File: config.mk
export PLATFORM = sky130hd
export DESIGN_NAME = ps2_direction_decoder
export DESIGN_NICKNAME = d
export VERILOG_FILES = /design/src/rtl/ps2_pkg.sv /design/src/rtl/ps2_rx_frame.sv /design/src/rtl/ps2_direction_decoder.sv
export SDC_FILE = /design/constraint.sdc
export NUM_CORES = 1
export LEC_CHECK = 0
export BUFFER_PORTS_ARGS = -buffer_cell sky130_fd_sc_hd__buf_2
export CAP_MARGIN = 20
export CORE_MARGIN = 2
export CORE_UTILIZATION = 35
export DETAILED_ROUTE_END_ITERATION = 8
export HOLD_SLACK_MARGIN = 0.03
export PLACE_DENSITY = 0.58
export SLEW_MARGIN = 20
export SYNTH_ARGS = -nofsm -noshare
export SYNTH_HDL_FRONTEND = slang
export SYNTH_HIERARCHICAL = 1
export SYNTH_SLANG_ARGS = --single-unit
File: constraint.sdc
create_clock -name clk_pixel -period 2.9 [get_ports clk_pixel]
set_input_delay 0.87 -clock clk_pixel [delete_from_list [all_inputs] [get_ports clk_pixel]]
set_output_delay 0.87 -clock clk_pixel [all_outputs]
set_load 0.05 [all_outputs]
File: src/rtl/ps2_pkg.sv
// ps2_pkg -- shared types and constants for the PS/2 direction decoder.
//   * receiver FSM state enum
//   * 2-bit direction encodings and keys_held bit positions
//   * scan code constants (prefixes, arrow keys, WASD)
//   * map_dir(): scan code -> direction lookup
// Build option: define PS2_WASD_EN to let non-extended W/A/S/D codes drive
// the direction outputs alongside the arrow keys.
package ps2_pkg;

   typedef enum logic [1:0] {
      IDLE   = 2'd0,
      DATA   = 2'd1,
      PARITY = 2'd2,
      STOP   = 2'd3
   } ps2_state_e;

   localparam logic [1:0] DIR_UP    = 2'b00;
   localparam logic [1:0] DIR_RIGHT = 2'b01;
   localparam logic [1:0] DIR_DOWN  = 2'b10;
   localparam logic [1:0] DIR_LEFT  = 2'b11;

   localparam logic [7:0] SC_EXT   = 8'hE0;
   localparam logic [7:0] SC_BRK   = 8'hF0;
   localparam logic [7:0] SC_UP    = 8'h75;
   localparam logic [7:0] SC_RIGHT = 8'h74;
   localparam logic [7:0] SC_DOWN  = 8'h72;
   localparam logic [7:0] SC_LEFT  = 8'h6B;
   localparam logic [7:0] SC_W     = 8'h1D;
   localparam logic [7:0] SC_D     = 8'h23;
   localparam logic [7:0] SC_S     = 8'h1B;
   localparam logic [7:0] SC_A     = 8'h1C;

   localparam int KEY_UP_BIT    = 3;
   localparam int KEY_RIGHT_BIT = 2;
   localparam int KEY_DOWN_BIT  = 1;
   localparam int KEY_LEFT_BIT  = 0;

   typedef struct packed {
      logic       hit;
      logic [1:0] code;
   } dir_map_t;

   // Arrow keys only count when E0-prefixed; the same codes without the
   // prefix are keypad keys and are ignored.
   function automatic dir_map_t map_dir(input logic ext, input logic [7:0] code);
      dir_map_t m;
      m.hit  = 1'b0;
      m.code = DIR_UP;
      if (ext) begin
         case (code)
            SC_UP:    begin m.hit = 1'b1; m.code = DIR_UP;    end
            SC_RIGHT: begin m.hit = 1'b1; m.code = DIR_RIGHT; end
            SC_DOWN:  begin m.hit = 1'b1; m.code = DIR_DOWN;  end
            SC_LEFT:  begin m.hit = 1'b1; m.code = DIR_LEFT;  end
            default:  ;
         endcase
      end
`ifdef PS2_WASD_EN
      else begin
         case (code)
            SC_W:    begin m.hit = 1'b1; m.code = DIR_UP;    end
            SC_D:    begin m.hit = 1'b1; m.code = DIR_RIGHT; end
            SC_S:    begin m.hit = 1'b1; m.code = DIR_DOWN;  end
            SC_A:    begin m.hit = 1'b1; m.code = DIR_LEFT;  end
            default: ;
         endcase
      end
`endif
      return m;
   endfunction

   function automatic logic [3:0] key_mask(input logic [1:0] d);
      logic [3:0] m;
      m = 4'b0000;
      case (d)
         DIR_UP:    m[KEY_UP_BIT]    = 1'b1;
         DIR_RIGHT: m[KEY_RIGHT_BIT] = 1'b1;
         DIR_DOWN:  m[KEY_DOWN_BIT]  = 1'b1;
         default:   m[KEY_LEFT_BIT]  = 1'b1;
      endcase
      return m;
   endfunction

endpackage

File: src/rtl/ps2_rx_frame.sv
// ps2_rx_frame -- PS/2 frame receiver.
// Synchronises and de-glitches the raw PS/2 clock, samples data on filtered
// falling edges, checks odd parity and the stop bit, and abandons partial
// frames after a quiet period.
// Ports:
//   clk_pixel, rst_n      clock / async active-low reset
//   ps2_clk, ps2_data     raw asynchronous keyboard pins
//   rx_byte               received byte (valid with byte_valid)
//   byte_valid            pulse in the cycle a good stop bit is sampled
//   frame_err             pulse on parity/stop error or timeout
//
// state  | meaning
// IDLE   | waiting for a start bit (data low on a falling edge)
// DATA   | shifting in 8 data bits, LSB first
// PARITY | sampling the odd-parity bit
// STOP   | sampling the stop bit, then back to IDLE
module ps2_rx_frame
   import ps2_pkg::*;
#(
   parameter int C_filter_len     = 8,
   parameter int C_timeout_cycles = 5000
) (
   input  logic       clk_pixel,
   input  logic       rst_n,
   input  logic       ps2_clk,
   input  logic       ps2_data,
   output logic [7:0] rx_byte,
   output logic       byte_valid,
   output logic       frame_err
);

   localparam int TW = $clog2(C_timeout_cycles + 1);
   localparam logic [3:0]    FLT_LOAD = 4'(C_filter_len - 1);
   localparam logic [TW-1:0] TMO_LOAD = TW'(C_timeout_cycles - 1);

   logic          clk_meta, clk_sync, data_meta, data_sync;
   logic          clk_f, clk_f_d;
   logic [3:0]    flt_cnt;
   logic          fall;
   ps2_state_e    state;
   logic [2:0]    bit_cnt;
   logic [7:0]    sr;
   logic          par_ok;
   logic [TW-1:0] tmo_cnt;
   logic          timeout;

   // Everything on the input side resets high so releasing reset never
   // looks like a falling edge.
   always_ff @(posedge clk_pixel or negedge rst_n) begin
      if (!rst_n) begin
         clk_meta  <= 1'b1;
         clk_sync  <= 1'b1;
         data_meta <= 1'b1;
         data_sync <= 1'b1;
         clk_f     <= 1'b1;
         clk_f_d   <= 1'b1;
         flt_cnt   <= 4'd0;
      end else begin
         clk_meta  <= ps2_clk;
         clk_sync  <= clk_meta;
         data_meta <= ps2_data;
         data_sync <= data_meta;
         clk_f_d   <= clk_f;
         // Down-counter runs only while the synced level disagrees with
         // clk_f; any agreeing sample restarts the count.
         if (clk_sync == clk_f) begin
            flt_cnt <= FLT_LOAD;
         end else if (flt_cnt == 4'd0) begin
            clk_f   <= clk_sync;
            flt_cnt <= FLT_LOAD;
         end else begin
            flt_cnt <= flt_cnt - 4'd1;
         end
      end
   end

   assign fall    = clk_f_d & ~clk_f;
   assign timeout = (state != IDLE) && (tmo_cnt == '0) && !fall;

   always_ff @(posedge clk_pixel or negedge rst_n) begin
      if (!rst_n) begin
         state   <= IDLE;
         bit_cnt <= 3'd0;
         sr      <= 8'd0;
         par_ok  <= 1'b0;
         tmo_cnt <= '0;
      end else begin
         if (fall) begin
            tmo_cnt <= TMO_LOAD;
         end else if (tmo_cnt != '0) begin
            tmo_cnt <= tmo_cnt - 1'b1;
         end

         if (timeout) begin
            state <= IDLE;
         end else if (fall) begin
            case (state)
               IDLE: begin
                  if (!data_sync) begin
                     state   <= DATA;
                     bit_cnt <= 3'd0;
                  end
               end
               DATA: begin
                  sr      <= {data_sync, sr[7:1]};
                  bit_cnt <= bit_cnt + 3'd1;
                  if (bit_cnt == 3'd7) state <= PARITY;
               end
               PARITY: begin
                  par_ok <= (^sr) ^ data_sync;
                  state  <= STOP;
               end
               default: state <= IDLE;
            endcase
         end
      end
   end

   // Combinational so the top level can register its outputs exactly one
   // cycle after the stop-bit edge.
   assign rx_byte    = sr;
   assign byte_valid = fall && (state == STOP) && data_sync && par_ok;
   assign frame_err  = timeout || (fall && (state == STOP) && !(data_sync && par_ok));

endmodule

File: src/rtl/ps2_direction_decoder.sv
// ps2_direction_decoder -- PS/2 keyboard front end for the snake game.
// Decodes make/break codes with E0/F0 prefixes and turns arrow keys into a
// direction command plus a held-key mask.
// Build option: PS2_WASD_EN also maps non-extended W/A/S/D onto the same
// directions and keys_held bits.
// Ports:
//   clk_pixel, rst_n   25 MHz pixel clock / async active-low reset
//   ps2_clk, ps2_data  raw keyboard pins
//   scan_code/ext/break, scan_valid   last non-prefix byte and its prefixes
//   frame_err          pulse on a bad or abandoned frame
//   dir, dir_valid     last pressed direction, pulse on every make
//   keys_held          {up, right, down, left} currently pressed
module ps2_direction_decoder
   import ps2_pkg::*;
#(
   parameter int C_filter_len     = 8,
   parameter int C_timeout_cycles = 5000
) (
   input  logic       clk_pixel,
   input  logic       rst_n,
   input  logic       ps2_clk,
   input  logic       ps2_data,
   output logic [7:0] scan_code,
   output logic       scan_valid,
   output logic       scan_ext,
   output logic       scan_break,
   output logic       frame_err,
   output logic [1:0] dir,
   output logic       dir_valid,
   output logic [3:0] keys_held
);

   logic [7:0] rx_byte;
   logic       rx_valid;
   logic       rx_err;
   logic       ext_pend, brk_pend;
   dir_map_t   hit_map;

   ps2_rx_frame #(
      .C_filter_len    (C_filter_len),
      .C_timeout_cycles(C_timeout_cycles)
   ) u_rx (
      .clk_pixel (clk_pixel),
      .rst_n     (rst_n),
      .ps2_clk   (ps2_clk),
      .ps2_data  (ps2_data),
      .rx_byte   (rx_byte),
      .byte_valid(rx_valid),
      .frame_err (rx_err)
   );

   assign hit_map = map_dir(ext_pend, rx_byte);

   always_ff @(posedge clk_pixel or negedge rst_n) begin
      if (!rst_n) begin
         scan_code  <= 8'd0;
         scan_valid <= 1'b0;
         scan_ext   <= 1'b0;
         scan_break <= 1'b0;
         frame_err  <= 1'b0;
         dir        <= DIR_UP;
         dir_valid  <= 1'b0;
         keys_held  <= 4'd0;
         ext_pend   <= 1'b0;
         brk_pend   <= 1'b0;
      end else begin
         scan_valid <= 1'b0;
         dir_valid  <= 1'b0;
         frame_err  <= 1'b0;
         if (rx_err) begin
            frame_err <= 1'b1;
            ext_pend  <= 1'b0;
            brk_pend  <= 1'b0;
         end else if (rx_valid) begin
            if (rx_byte == SC_EXT) begin
               ext_pend <= 1'b1;
            end else if (rx_byte == SC_BRK) begin
               brk_pend <= 1'b1;
            end else begin
               scan_code  <= rx_byte;
               scan_ext   <= ext_pend;
               scan_break <= brk_pend;
               scan_valid <= 1'b1;
               ext_pend   <= 1'b0;
               brk_pend   <= 1'b0;
               if (hit_map.hit) begin
                  if (brk_pend) begin
                     keys_held <= keys_held & ~key_mask(hit_map.code);
                  end else begin
                     dir       <= hit_map.code;
                     keys_held <= keys_held | key_mask(hit_map.code);
                     dir_valid <= 1'b1;
                  end
               end
            end
         end
      end
   end

endmodule

Word level (Yosys, flattened, before mapping)
Index checks and enable logic that the tools add are counted.
{ "word_totals": {"output_inout_bits": 19, "input_bits": 4, "reg_bits": 58, "elab_cells": 172} }
{ "classes": {"n_addsub": 3, "bitwise": 12, "n_reduce_logical": 32, "eq_ne": 18, "mux": 85} }
{ "ops": {"columns": ["cell", "n"], "rows": [
  ["two-way mux 1 bit", 71],
  ["equality test 8 x 7 -> 1 bit (second input constant)", 4],
  ["two-way mux 13 bit", 2],
  ["equality test 8 bit (second input constant)", 2],
  ["logical NOT 13 bit", 1],
  ["nonzero test 13 bit", 1],
  ["subtractor 13 x 1 -> 13 bit (second input constant)", 1],
  ["two-way mux 4 bit", 3],
  ["one-hot mux 3 bit (4 select lines)", 1],
  ["nonzero test 2 bit", 5],
  ["AND reduction 3 bit", 3],
  ["two-way mux 2 bit", 4],
  ["AND reduction 4 bit", 2],
  ["XOR reduction 8 bit", 1],
  ["logical AND 1 bit", 7],
  ["NOT 1 bit", 7],
  ["equality test 2 bit (second input constant)", 3],
  ["two-way mux 3 bit", 2],
  ["!= test 3 bit (second input constant)", 2],
  ["one-hot mux 2 bit (3 select lines)", 1],
  ["one-hot mux 3 bit (2 select lines)", 1],
  ["AND reduction 2 bit", 3],
  ["AND reduction 6 bit", 1],
  ["AND reduction 5 bit", 1],
  ["17 further kinds", 21]
]} }

Logic depth before layout (Yosys ltp)
Gate-level depths: netlist of run 1.
{ "logic_depth": {"ltp_word": 15, "depth_mapped": 11, "depth_no_buf": 10} }

By module
The synthesis of run 1 kept the hierarchy.
{ "modules_own_cells": {"columns": ["mod", "area_per_inst_um2", "n_inst", "cells_per_inst", "seq_area_each_um2"], "rows": [
  ["ps2_rx_frame", 1879.3, 1, 177, 933.4],
  ["ps2_direction_decoder", 918.4, 1, 74, 525.5]
]} }

Least setup slack after synthesis of run 1
Ideal clock, no wire load.
{ "synth_timing": {"kind": "reg-to-reg", "startpoint": "reg u_rx.clk_f_d", "endpoint": "reg dir[0]", "slack_ns": 0.607, "arrival_time_ns": 2.213, "setup_ns": 0.079, "path_stages_with_launch": 11, "n_path_buf": 2, "path_cell_list": "dfstp_2 nor2b_1 clkbuf_1 clkbuf_1 nor2_1 nand2_1 nand2_1 nand2b_1 or3_1 a21oi_1 mux2i_1"} }
{ "synth_via": {"elab_chain_len": 6, "word_cells_on_any_way": 10} }
{ "synth_rtl": {"columns": ["item", "line_no", "source"], "rows": [
  ["from (decl)", "ps2_rx_frame.sv:37", "logic clk_f, clk_f_d;"],
  ["from (signal assigned)", "ps2_rx_frame.sv:63", "clk_f_d <= clk_f;"],
  ["AND 1 bit *", "ps2_rx_frame.sv:77", "assign fall = clk_f_d & ~clk_f;"],
  ["logical NOT 1 bit / logical AND 1 bit (equally long branches)", "ps2_rx_frame.sv:78, ps2_rx_frame.sv:123", null],
  ["logical AND 1 bit, on equally long branches", "ps2_rx_frame.sv:78, ps2_rx_frame.sv:123", null],
  ["logical OR 1 bit *", "ps2_rx_frame.sv:123", "assign frame_err = timeout || (fall && (state == STOP) && !(data_sync && par_ok));"],
  ["via rx_err", "ps2_direction_decoder.sv:35", "logic rx_err;"],
  ["NOT 1 bit (no source line) *", null, null],
  ["AND reduction 6 bit (no source line) *", null, null],
  ["to (signal assigned)", "ps2_direction_decoder.sv:90", "dir <= hit_map.code;"],
  ["to (decl)", "ps2_direction_decoder.sv:28", "output logic [1:0] dir,"]
]} }
Mark *: on every way through the listed nets, which the timed path passes. The rest lies on a longest branch.
A chain may end at the register's enable or synchronous reset.

Worst setup path in the final report of run 1
{ "layout_timing": {"startpoint": "reg u_rx.tmo_cnt[0]", "endpoint": "reg scan_code[0]"} }
{ "layout_via": {"elab_chain_len": 6} }
{ "layout_rtl": {"columns": ["item", "line_no", "source"], "rows": [
  ["from (decl)", "ps2_rx_frame.sv:44", "logic [TW-1:0] tmo_cnt;"],
  ["from (signal assigned)", "ps2_rx_frame.sv:91", "tmo_cnt <= tmo_cnt - 1'b1;"],
  ["logical NOT 13 bit", "ps2_rx_frame.sv:78", "assign timeout = (state != IDLE) && (tmo_cnt == '0) && !fall;"],
  ["logical AND 1 bit (2 in a row)", "ps2_rx_frame.sv:78", null],
  ["logical OR 1 bit", "ps2_rx_frame.sv:123", null],
  ["via rx_err", "ps2_direction_decoder.sv:35", null],
  ["NOT 1 bit (no source line)", null, null],
  ["AND reduction 4 bit (no source line)", null, null],
  ["to (signal assigned)", "ps2_direction_decoder.sv:80", "scan_code <= rx_byte;"],
  ["to (decl)", "ps2_direction_decoder.sv:23", "output logic [7:0] scan_code,"]
]} }
The timed path passes the listed nets, and every way through them passes these cells.

==> impl_metrics.csv, run 1 <==
group,metric,value,unit
setup_path,crit_path_max_fanout,11,
setup_path,r2r_setup_slack,0.49,ns
clocking,insertion_delay,0.32,ns
detailed_routing,initialDrtViolationCount,66,
place,place.gp.congestion,0.759,
sta,tns,0,ns
pwr,worst_ir_drop_vdd,0.363,mV
yosys,syn_nets,264,
die,dieArea,8720,sq um
hold_path,hold_class,"flop to flop",
yosys,syn_inst,251,
setup_path,cp.required,3.11,ns
detailed_routing,firstDrtPassIters,4,
clocking,clk_pin_slew_worst_paths,0.07,ns
clocking,post-cts-setup-buffers,0,
die,die_w,93.4,um
sta,slew_viol_final,0,
place,port_buffers,22,
yosys,synth_cell_types,50,
yosys,syn_avg_cell_area,11.1,sq um
setup_path,crit_path_start_kind,"flop",
die,io_pins,23,
place,dp_hpwl,3510,um
setup_path,r2r_start,"u_rx/tmo_cnt[0]",
yosys,ys_ff_latch,58,
outcome,status,"complete, no violations",
sta,layout_min_cycle_time,2.41,ns
pwr,p_leak,1.51,nW
cells_and_area,final_common_cell,"dfrtp_1",
setup_path,critPathKind,"flop to flop",
sta,finalClockSkew,0.00658,ns
sta,rsz0062_at_grt,"false",
yosys,netlist_area,2800,sq um
sta,period_share,0.832,
yosys,synth_edf_count,0,
place,place_inst,370,
clocking,cts_hold_buffers,0,
clocking,cts.sinks,58,
yosys,yosys_warnings,6,
detailed_routing,routed-via-count,1918,
setup_path,cp_cell_sequence,"inv_1 -> ha_1 -> nor3b_1 -> and4_1 -> nand2_1 -> nand2_1 -> or2_1 -> mux2_2",
global_route,grt_overflow,0,
global_route,track_usage,0.129,
sta,setup_viol,0,
setup_path,r2r_cells,8,
sta,worstMarginPinSlew,0.543,ns
setup_path,crit_slowest_cell,"or2_1",
yosys,ys_async_sr_fraction,1.00,
detailed_routing,remaining_drc_errors,0,
setup_path,rr_endpoint,"scan_code[0]",
pwr,power-per-cell-area,776,nW/um^2
pwr,power,0.00249,W
die,start_util,0.362,
die,core,7730,sq um
cells_and_area,stdcell_count,385,
detailed_routing,wl,5100,um
sta,hold_ws,0.355,ns
clocking,h-tree-depth,3,
clocking,cts_buffers,9,
global_route,antenna_found_initial,0,
detailed_routing,routed_via_density,4.98,
detailed_routing,ant_nets,0,
clocking,clockRootBuffer,"clkbuf_8",
yosys,yosys_most_used_dff,"dfrtp_1",
die,rows,32,
yosys,ys_seq_area_frac,0.521,
setup_path,end_kind,"flop",
clocking,cts.path.max_buffers,2,
clocking,ctsResizeCount,0,
setup_path,max_stage_delay,0.41,ns
cells_and_area,mostFrequentLayoutCells,"52 x dfrtp_1, 22 x buf_2, 20 x mux2_2",
hold_path,hp-start,"u_rx/data_meta",
clocking,cts_tree,"done",
cells_and_area,diodes,0,
setup_path,worst_ep_arrival_time,2.62,ns
global_route,first_global_vias,1931,
cells_and_area,syn_to_final_growth,14.8,%
global_route,grt_max_degree,37,
sta,hold_violations,0,
detailed_routing,wl_per_cell,13.2,um
cells_and_area,drive_above_1_share,0.251,
sta,fmax,414,MHz
cells_and_area,fin_nets,292,
die,die_y,93.4,um
hold_path,hold_path_end,"u_rx/data_sync",
sta,slew-limit-headroom,0.638,
flow_run,cap_violations,0,
setup_path,crit_top_cell,"nand2_1",
hold_path,holdPathStages,0,
global_route,grt_pass1_wl,8960,um
## cell usage after synthesis (2+ instances only)
master    count  area (sq um)
dfrtp_1      52          1300
mux2_2       20           225
inv_1        17          63.8
nand2_1      16          60.1
nor2_1       15          56.3
a21oi_1      13          65.1
nand3_1      10          50.1
o21ai_0      10          50.1
ha_1          9           113
o31ai_1       7          52.6
or3_1         7          43.8
dfstp_2       6           158
mux2i_1       6          60.1
or4_1         6          45.0
clkbuf_1      5          18.8
xnor2_1       5          43.8
nand2b_1      4          25.0
nor3b_1       3          22.5
xor2_1        3          26.3
nand4_1       2          12.5
nor3_1        2          10.0
nor4_1        2          12.5
o22ai_1       2          12.5
or2b_1        2          15.0
or3b_1        2          17.5
## layout make-up
type	count	area, sq um
multi-input combinational	169	1240
clock buffer	9	124
fill	755	4520
timing repair buffer	24	138
sequential	58	1460
clock inverter	6	58.8
tap	102	128
inverter	17	63.8
## how the worst max path moves through the flow
| stage | startpoint | endpoint | cells past startpoint |
|---|---|---|---|
| final | u_rx/tmo_cnt[0] | scan_code[0] | 8 |
| after global routing | u_rx/tmo_cnt[0] | scan_code[7] | 8 |
| after detailed placement | u_rx/tmo_cnt[0] | scan_code[0] | 8 |
| after floorplan | u_rx/clk_f_d | dir[0] | 10 |
| after global placement | u_rx/tmo_cnt[0] | scan_code[4] | 8 |
| after CTS | u_rx/tmo_cnt[0] | scan_code[6] | 8 |
## cell families (layout without fill, tap and decap cells)
logic type               count (synthesis)  count (layout)  share of synthesized area
AO/OA/AOI/OAI                           42              42                     0.0966
XOR/XNOR                                 9               9                     0.0331
adder cells (fa/ha/maj)                  9               9                     0.0403
buffers and inverters                   24              56                     0.0353
flip-flops                              58              58                      0.521
multiplexers                            26              26                      0.102
AND/OR/NAND/NOR                         83              83                      0.171
## metal layers
layer / vias up / global-route usage / share of wire
li1: 948 / - / -
met1: 944 / 0.177 / 0.50
met3: 4 / 0.0266 / 0.024
met5: - / 0 / 0
met2: 22 / 0.197 / 0.47
met4: 0 / 0.0551 / 0.0065
## report_power, final
part           internal (W)  leakage [nW]  switching, W
combinational      0.000294         0.662      0.000362
sequential         0.000975         0.744      0.000159
clock              0.000387        0.0986      0.000314
## registers in the layout (all words and copies together), names as in the netlist, 2 cells and up, named ones only
register	flops
dir	2
u_rx/rx_byte	8
scan_code	8
u_rx/bit_cnt	3
u_rx/tmo_cnt	13
u_rx/flt_cnt	4
u_rx/state	2
## through the flow
step,cell area [sq um],worst slack [ns],util
global route,3210,0.258,0.415
global placement,3030,0.567,0.392
floorplan,2800,0.607,-
finish,3210,0.486,0.415
CTS,3210,0.480,0.415
detailed placement,3030,0.479,0.392
## critical path, delay by kind of cell, from the launching register on
family | cells | cell delay, ns
buf+inv | 1 | 0.11
flops | 1 | 0.37
simple gates | 5 | 1.23
mux | 1 | 0.40
fa+ha+maj | 1 | 0.20
Note: power is estimated with default switching activity, not from simulation.
==> run 2: changes to the inputs <==
==> constraint.sdc (replaced) <==
create_clock -name clk_pixel -period 2.3 [get_ports clk_pixel]
set_input_delay 0.69 -clock clk_pixel [delete_from_list [all_inputs] [get_ports clk_pixel]]
set_output_delay 0.69 -clock clk_pixel [all_outputs]
set_load 0.05 [all_outputs]
==> impl_metrics.csv, run 2 (synthesized netlist as in run 1, its figures left out) <==
group,metric,value,unit
cells_and_area,syn_to_final_growth,18.3,%
global_route,grt_overflow,0,
sta,slew-limit-headroom,0.716,
detailed_routing,routed_via_density,4.88,
sta,slew_viol_final,0,
setup_path,cp_cell_sequence,"inv_1 -> ha_1 -> nor3b_1 -> and4_1 -> nand2_1 -> nand2_1 -> nand2b_4 -> or3_4 -> a21oi_4 -> mux2i_1",
cells_and_area,drive_above_1_share,0.287,
detailed_routing,routed-via-count,1928,
setup_path,worst_ep_arrival_time,2.41,ns
pwr,swShare,0.350,
global_route,grt_pass1_wl,8970,um
setup_path,cp.required,2.56,ns
pwr,p_switching,0.00109,W
outcome,status,"complete, no violations",
cells_and_area,fin_nets,301,
pwr,p_seq_frac,0.459,
cells_and_area,fillers,751,
place,dp_hpwl,3500,um
place,place.gp.congestion,0.801,
die,rows,32,
cells_and_area,seqCellArea,1460,sq um
clocking,clk_pin_slew_worst_paths,0.07,ns
setup_path,critPathKind,"flop to flop",
sta,rsz0062_at_grt,"false",
setup_path,r2r_setup_slack,0.16,ns
global_route,first_global_vias,1921,
detailed_routing,remaining_drc_errors,0,
die,start_util,0.362,
detailed_routing,firstDrtPassIters,4,
sta,period_share,0.932,
die,die_w,93.4,um
hold_path,hold_class,"input port to async pin",
clocking,h-tree-depth,3,
setup_path,crit_slowest_cell,"or3_4",
sta,setup_viol,0,
cells_and_area,final_common_cell,"dfrtp_1",
setup_path,r2r_start,"u_rx/tmo_cnt[0]",
setup_path,r2r_cells,10,
cells_and_area,top_register,"u_rx/tmo_cnt",
clocking,cts_tree,"done",
setup_path,crit_path_start_kind,"flop",
sta,hold_violations,0,
global_route,track_usage,0.133,
sta,layout_min_cycle_time,2.14,ns
pwr,power-per-cell-area,944,nW/um^2
sta,finalClockSkew,0.00696,ns
pwr,p_leak,1.55,nW
global_route,antenna_found_initial,0,
detailed_routing,wl_per_cell,12.9,um
sta,tns,0,ns
setup_path,crit_path_max_fanout,4,
die,dieArea,8720,sq um
detailed_routing,wl,5090,um
setup_path,max_stage_delay,0.40,ns
sta,hold_ws,0.332,ns
clocking,cts_buffers,9,
setup_path,path_delay_family,"simple AND/OR/NAND/NOR gates",
sta,fmax,466,MHz
detailed_routing,initialDrtViolationCount,91,
setup_path,crit_top_cell,"nand2_1",
setup_path,cp.depth,10,
pwr,combPwrFrac,0.274,
cells_and_area,largest_register_ff_count,13,
pwr,clkPwrFrac,0.267,
clocking,cts.sinks,58,
cells_and_area,diodes,0,
clocking,post-cts-setup-buffers,0,
setup_path,path_buf_inv,1,
die,io_pins,23,
detailed_routing,ant_nets,0,
global_route,grt_max_degree,59,
clocking,clockRootBuffer,"clkbuf_8",
place,port_buffers,22,
die,die_y,93.4,um
setup_path,rr_endpoint,"dir[0]",
flow_run,cap_violations,0,
setup_path,end_kind,"flop",
die,core,7730,sq um
cells_and_area,mostFrequentLayoutCells,"52 x dfrtp_1, 22 x buf_2, 20 x mux2_2",
cells_and_area,multi_input_area,1260,sq um
sta,worstMarginPinSlew,0.422,ns
pwr,worst_ir_drop_vdd,0.555,mV
clocking,cts.path.max_buffers,2,
pwr,p_int,0.00203,W
clocking,insertion_delay,0.34,ns
-- run 2: cell types whose count changed in the layout (fill, tap and decap cells not counted), sizes merged --
cell,delta
inv,+2
clkinvlp,+3
bufinv,-1
clkinv,-3
buf,+9
-- run 2: through the flow --
stage	utilization	power (W)	setup slack [ns]	instance area, sq um	instances
after floorplan	-	0.00206	0.00734	2800	251
after global placement	0.402	0.00230	0.125	3110	379
after detailed placement	0.402	0.00231	0.0344	3110	379
after CTS	0.425	0.00317	0.0193	3290	395
after global routing	0.428	0.00339	0.0157	3310	395
final	0.428	0.00312	0.156	3310	395
-- run 2: layout make-up --
| cell class | count | share of cell area |
|---|---|---|
| sequential | 58 | 0.441 |
| timing repair buffer | 33 | 0.0658 |
| inverter | 17 | 0.0193 |
| clock buffer | 9 | 0.0374 |
| multi-input combinational | 169 | 0.382 |
| clock inverter | 7 | 0.0163 |
| tap | 102 | 0.0386 |
-- run 2: how the worst max path moves through the flow --
stage,start,endpoint,slack (ns)
after floorplan,u_rx/clk_f_d,dir[0],0.007
final,u_rx/tmo_cnt[0],dir[0],0.16
after global placement,u_rx/tmo_cnt[0],dir[0],0.12
after global routing,u_rx/tmo_cnt[0],dir[0],0.02
after detailed placement,u_rx/tmo_cnt[0],dir[0],0.03
after CTS,u_rx/tmo_cnt[0],dir[0],0.02
-- run 2: power by group through the flow --
stage	Sequential (W)	Combinational, W	Clock (W)
2_1_floorplan	0.00140	0.000658	0
3_3_place_gp	0.00145	0.000851	0
3_5_place_dp	0.00145	0.000866	0
4_1_cts	0.00143	0.000867	0.000876
5_1_grt	0.00147	0.000996	0.000921
6_report	0.00143	0.000856	0.000835
-- run 2: what timing repair did --
action	4_1_cts	5_1_grt
hold buffers	0	0
setup endpoints to repair	0	3
gates resized for setup	0	6
-- run 2: per-layer routing --
layer / GRT usage / up-vias / part of all wire
li1: - / 969 / -
met1: 0.174 / 931 / 0.50
met2: 0.198 / 22 / 0.45
met3: 0.0532 / 6 / 0.033
met4: 0.0515 / 0 / 0.013
met5: 0 / - / 0
==> run 3: changes to the inputs <==
--- a/config.mk
+++ b/config.mk
@@ -5,6 +5,7 @@
 export SDC_FILE = /design/constraint.sdc
 export NUM_CORES = 1
 export LEC_CHECK = 0
+export ABC_AREA = 1
 export BUFFER_PORTS_ARGS = -buffer_cell sky130_fd_sc_hd__buf_2
 export CAP_MARGIN = 20
 export CORE_MARGIN = 2
==> impl_metrics.csv, run 3 <==
group,metric,value,unit
clocking,cts.sinks,58,
cells_and_area,multi_input_area,1300,sq um
clocking,clk_pin_slew_worst_paths,0.07,ns
detailed_routing,wl,5890,um
setup_path,crit_path_max_fanout,6,
yosys,syn_nets,389,
detailed_routing,routed-via-count,2355,
cells_and_area,fin_nets,421,
die,start_util,0.363,
sta,slew-limit-headroom,0.660,
pwr,combPwrFrac,0.262,
sta,worstMarginPinSlew,0.510,ns
detailed_routing,ant_nets,0,
sta,setup_viol,0,
global_route,track_usage,0.144,
pwr,worst_ir_drop_vdd,0.380,mV
setup_path,crit_path_start_kind,"flop",
global_route,grt_overflow,0,
clocking,insertion_delay,0.34,ns
clocking,cts_buffers,9,
sta,period_share,0.855,
sta,setup_ws,0.334,ns
cells_and_area,fillers,841,
pwr,p_seq_frac,0.423,
sta,hold_violations,0,
detailed_routing,routed_via_density,4.55,
global_route,first_global_vias,2302,
pwr,p_int,0.00219,W
cells_and_area,diodes,0,
yosys,syn_inst,376,
yosys,synth_cell_types,32,
outcome,status,"complete, no violations",
cells_and_area,top_register,"u_rx/tmo_cnt",
sta,finalClockSkew,0.00742,ns
die,io_pins,23,
clocking,clockRootBuffer,"clkbuf_8",
clocking,ctsResizeCount,0,
cells_and_area,final_area,3470,sq um
global_route,grt_pass1_wl,10300,um
cells_and_area,syn_to_final_growth,16.0,%
detailed_routing,remaining_drc_errors,0,
sta,hold_ws,0.323,ns
place,placed_cell_area,3250,sq um
hold_path,hold_class,"input port to async pin",
clocking,cts_hold_buffers,0,
die,die_w,96.5,um
sta,layout_min_cycle_time,1.97,ns
sta,fmax,509,MHz
pwr,p_leak,1.74,nW
place,dp_slack,0.313,ns
die,rows,33,
clocking,cts.path.max_buffers,2,
setup_path,critPathKind,"flop to flop",
setup_path,cp.required,2.53,ns
sta,slew_viol_final,0,
place,place.gp.congestion,0.783,
cells_and_area,drive_above_1_share,0.186,
pwr,swShare,0.354,
detailed_routing,firstDrtPassIters,5,
detailed_routing,wl_per_cell,11.4,um
pwr,clkPwrFrac,0.315,
pwr,power-per-cell-area,977,nW/um^2
yosys,ys_seq_area_frac,0.487,
yosys,synth_top_area_frac,0.434,
yosys,ys_ff_latch,58,
cells_and_area,final_common_cell,"nand2_1",
global_route,antenna_found_initial,0,
yosys,yosys_most_used_dff,"dfrtp_1",
pwr,p_switching,0.00120,W
setup_path,r2r_setup_slack,0.33,ns
cells_and_area,largest_register_ff_count,13,
yosys,yosysMostFrequentCell,"nand2_1",
die,dieArea,9310,sq um
yosys,ys_async_sr_fraction,1.00,
place,port_buffers,22,
setup_path,end_kind,"flop",
clocking,h-tree-depth,3,
sta,tns,0,ns
die,die_y,96.5,um
yosys,yosys_warnings,6,
cells_and_area,mostFrequentLayoutCells,"105 x nand2_1, 52 x dfrtp_1, 50 x inv_1",
yosys,synth_area_leaders,"dfrtp_1 43%, nand2_1 13%, inv_1 6.3%, dfstp_2 5.3%, nand3_1 4.5%",
die,core,8260,sq um
setup_path,worst_ep_arrival_time,2.20,ns
clocking,cts_tree,"done",
global_route,grt_max_degree,29,
yosys,synth_edf_count,0,
yosys,syn_avg_cell_area,7.97,sq um
cells_and_area,seqCellArea,1460,sq um
clocking,post-cts-setup-buffers,0,
flow_run,cap_violations,0,
yosys,netlist.top_cell.by_area,"dfrtp_1",
place,dp_hpwl,4320,um
yosys,netlist_area,3000,sq um
sta,rsz0062_at_grt,"false",
detailed_routing,initialDrtViolationCount,123,
yosys,yosys-top-cells-count,"105 x nand2_1, 52 x dfrtp_1, 50 x inv_1, 36 x nor2_1, 27 x nand3_1",
==> run 3: cell count changes after synthesis, sizes merged, moves of 8 or more <==
cell	change
nor2	+32
a21oi	-9
inv	+38
o21ai	+21
or3	-8
nand2	+100
nand3	+18
mux2	-20
==> run 3: kinds of logic after synthesis <==
| logic type | after synthesis | synth area share |
|---|---|---|
| adders and majority gates | 9 | 0.0376 |
| and+or+nand+nor | 203 | 0.305 |
| AOI/OAI and AO/OA | 41 | 0.0744 |
| buffers and inverters | 59 | 0.0785 |
| xor gates and xnor gates | 6 | 0.0175 |
| DFF | 58 | 0.487 |
==> run 3: path summary, 6_finish.rpt <==
check	start	to	cells past startpoint
worst max-delay path	u_rx/tmo_cnt[0]	flop	12
worst max register to register	u_rx/tmo_cnt[0]	flop	12
max in group asynchronous	rst_n	u_rx/data_meta	2
worst min register to register	u_rx/data_meta	u_rx/data_sync	0
worst min-delay path	rst_n	u_rx/tmo_cnt[9]	1
min in group clk_pixel	u_rx/data_meta	u_rx/data_sync	0
==> run 3: area by class of cell <==
cell class                      instances  area share
Inverter                               55      0.0602
Timing Repair Buffer                   25      0.0418
Tap cell                              105      0.0378
Clock buffer                           10      0.0396
Multi-Input combinational cell        259       0.375
Sequential cell                        58       0.420
Clock inverter                          6      0.0259
==> run 3: layer usage <==
layer  vias up  part of all wire  global-route usage
met1      1078              0.51               0.195
met5         -                 0                   0
li1       1245                 -                   -
met3         7             0.032              0.0458
met4         0             0.012              0.0399
met2        25              0.44               0.221
==> run 3: per-stage QoR <==
stage,util,cells,total power (W)
floorplan,-,376,0.00213
global placement,0.393,502,0.00233
detailed placement,0.393,502,0.00234
CTS,0.421,518,0.00343
global route,0.421,518,0.00366
finish,0.421,518,0.00339
==> run 3: critical path: stages (launching register included) <==
cell     delay (ns)
dfrtp_1        0.41
inv_1          0.12
ha_1           0.22
nand2_2        0.10
nor2_2         0.05
nand3_1        0.12
nand2_1        0.12
nor2_1         0.16
nand3_2        0.14
nor2_2         0.25
nand2_1        0.08
nand2_1        0.06
nand2_1        0.04
==> run 3: power by group through the flow <==
stage	combinational [W]	sequential [W]	clock (W)
6_report	0.000889	0.00144	0.00107
4_1_cts	0.000893	0.00144	0.00110
5_1_grt	0.00105	0.00147	0.00114
3_5_place_dp	0.000887	0.00145	0
3_3_place_gp	0.000880	0.00145	0
2_1_floorplan	0.000727	0.00140	0
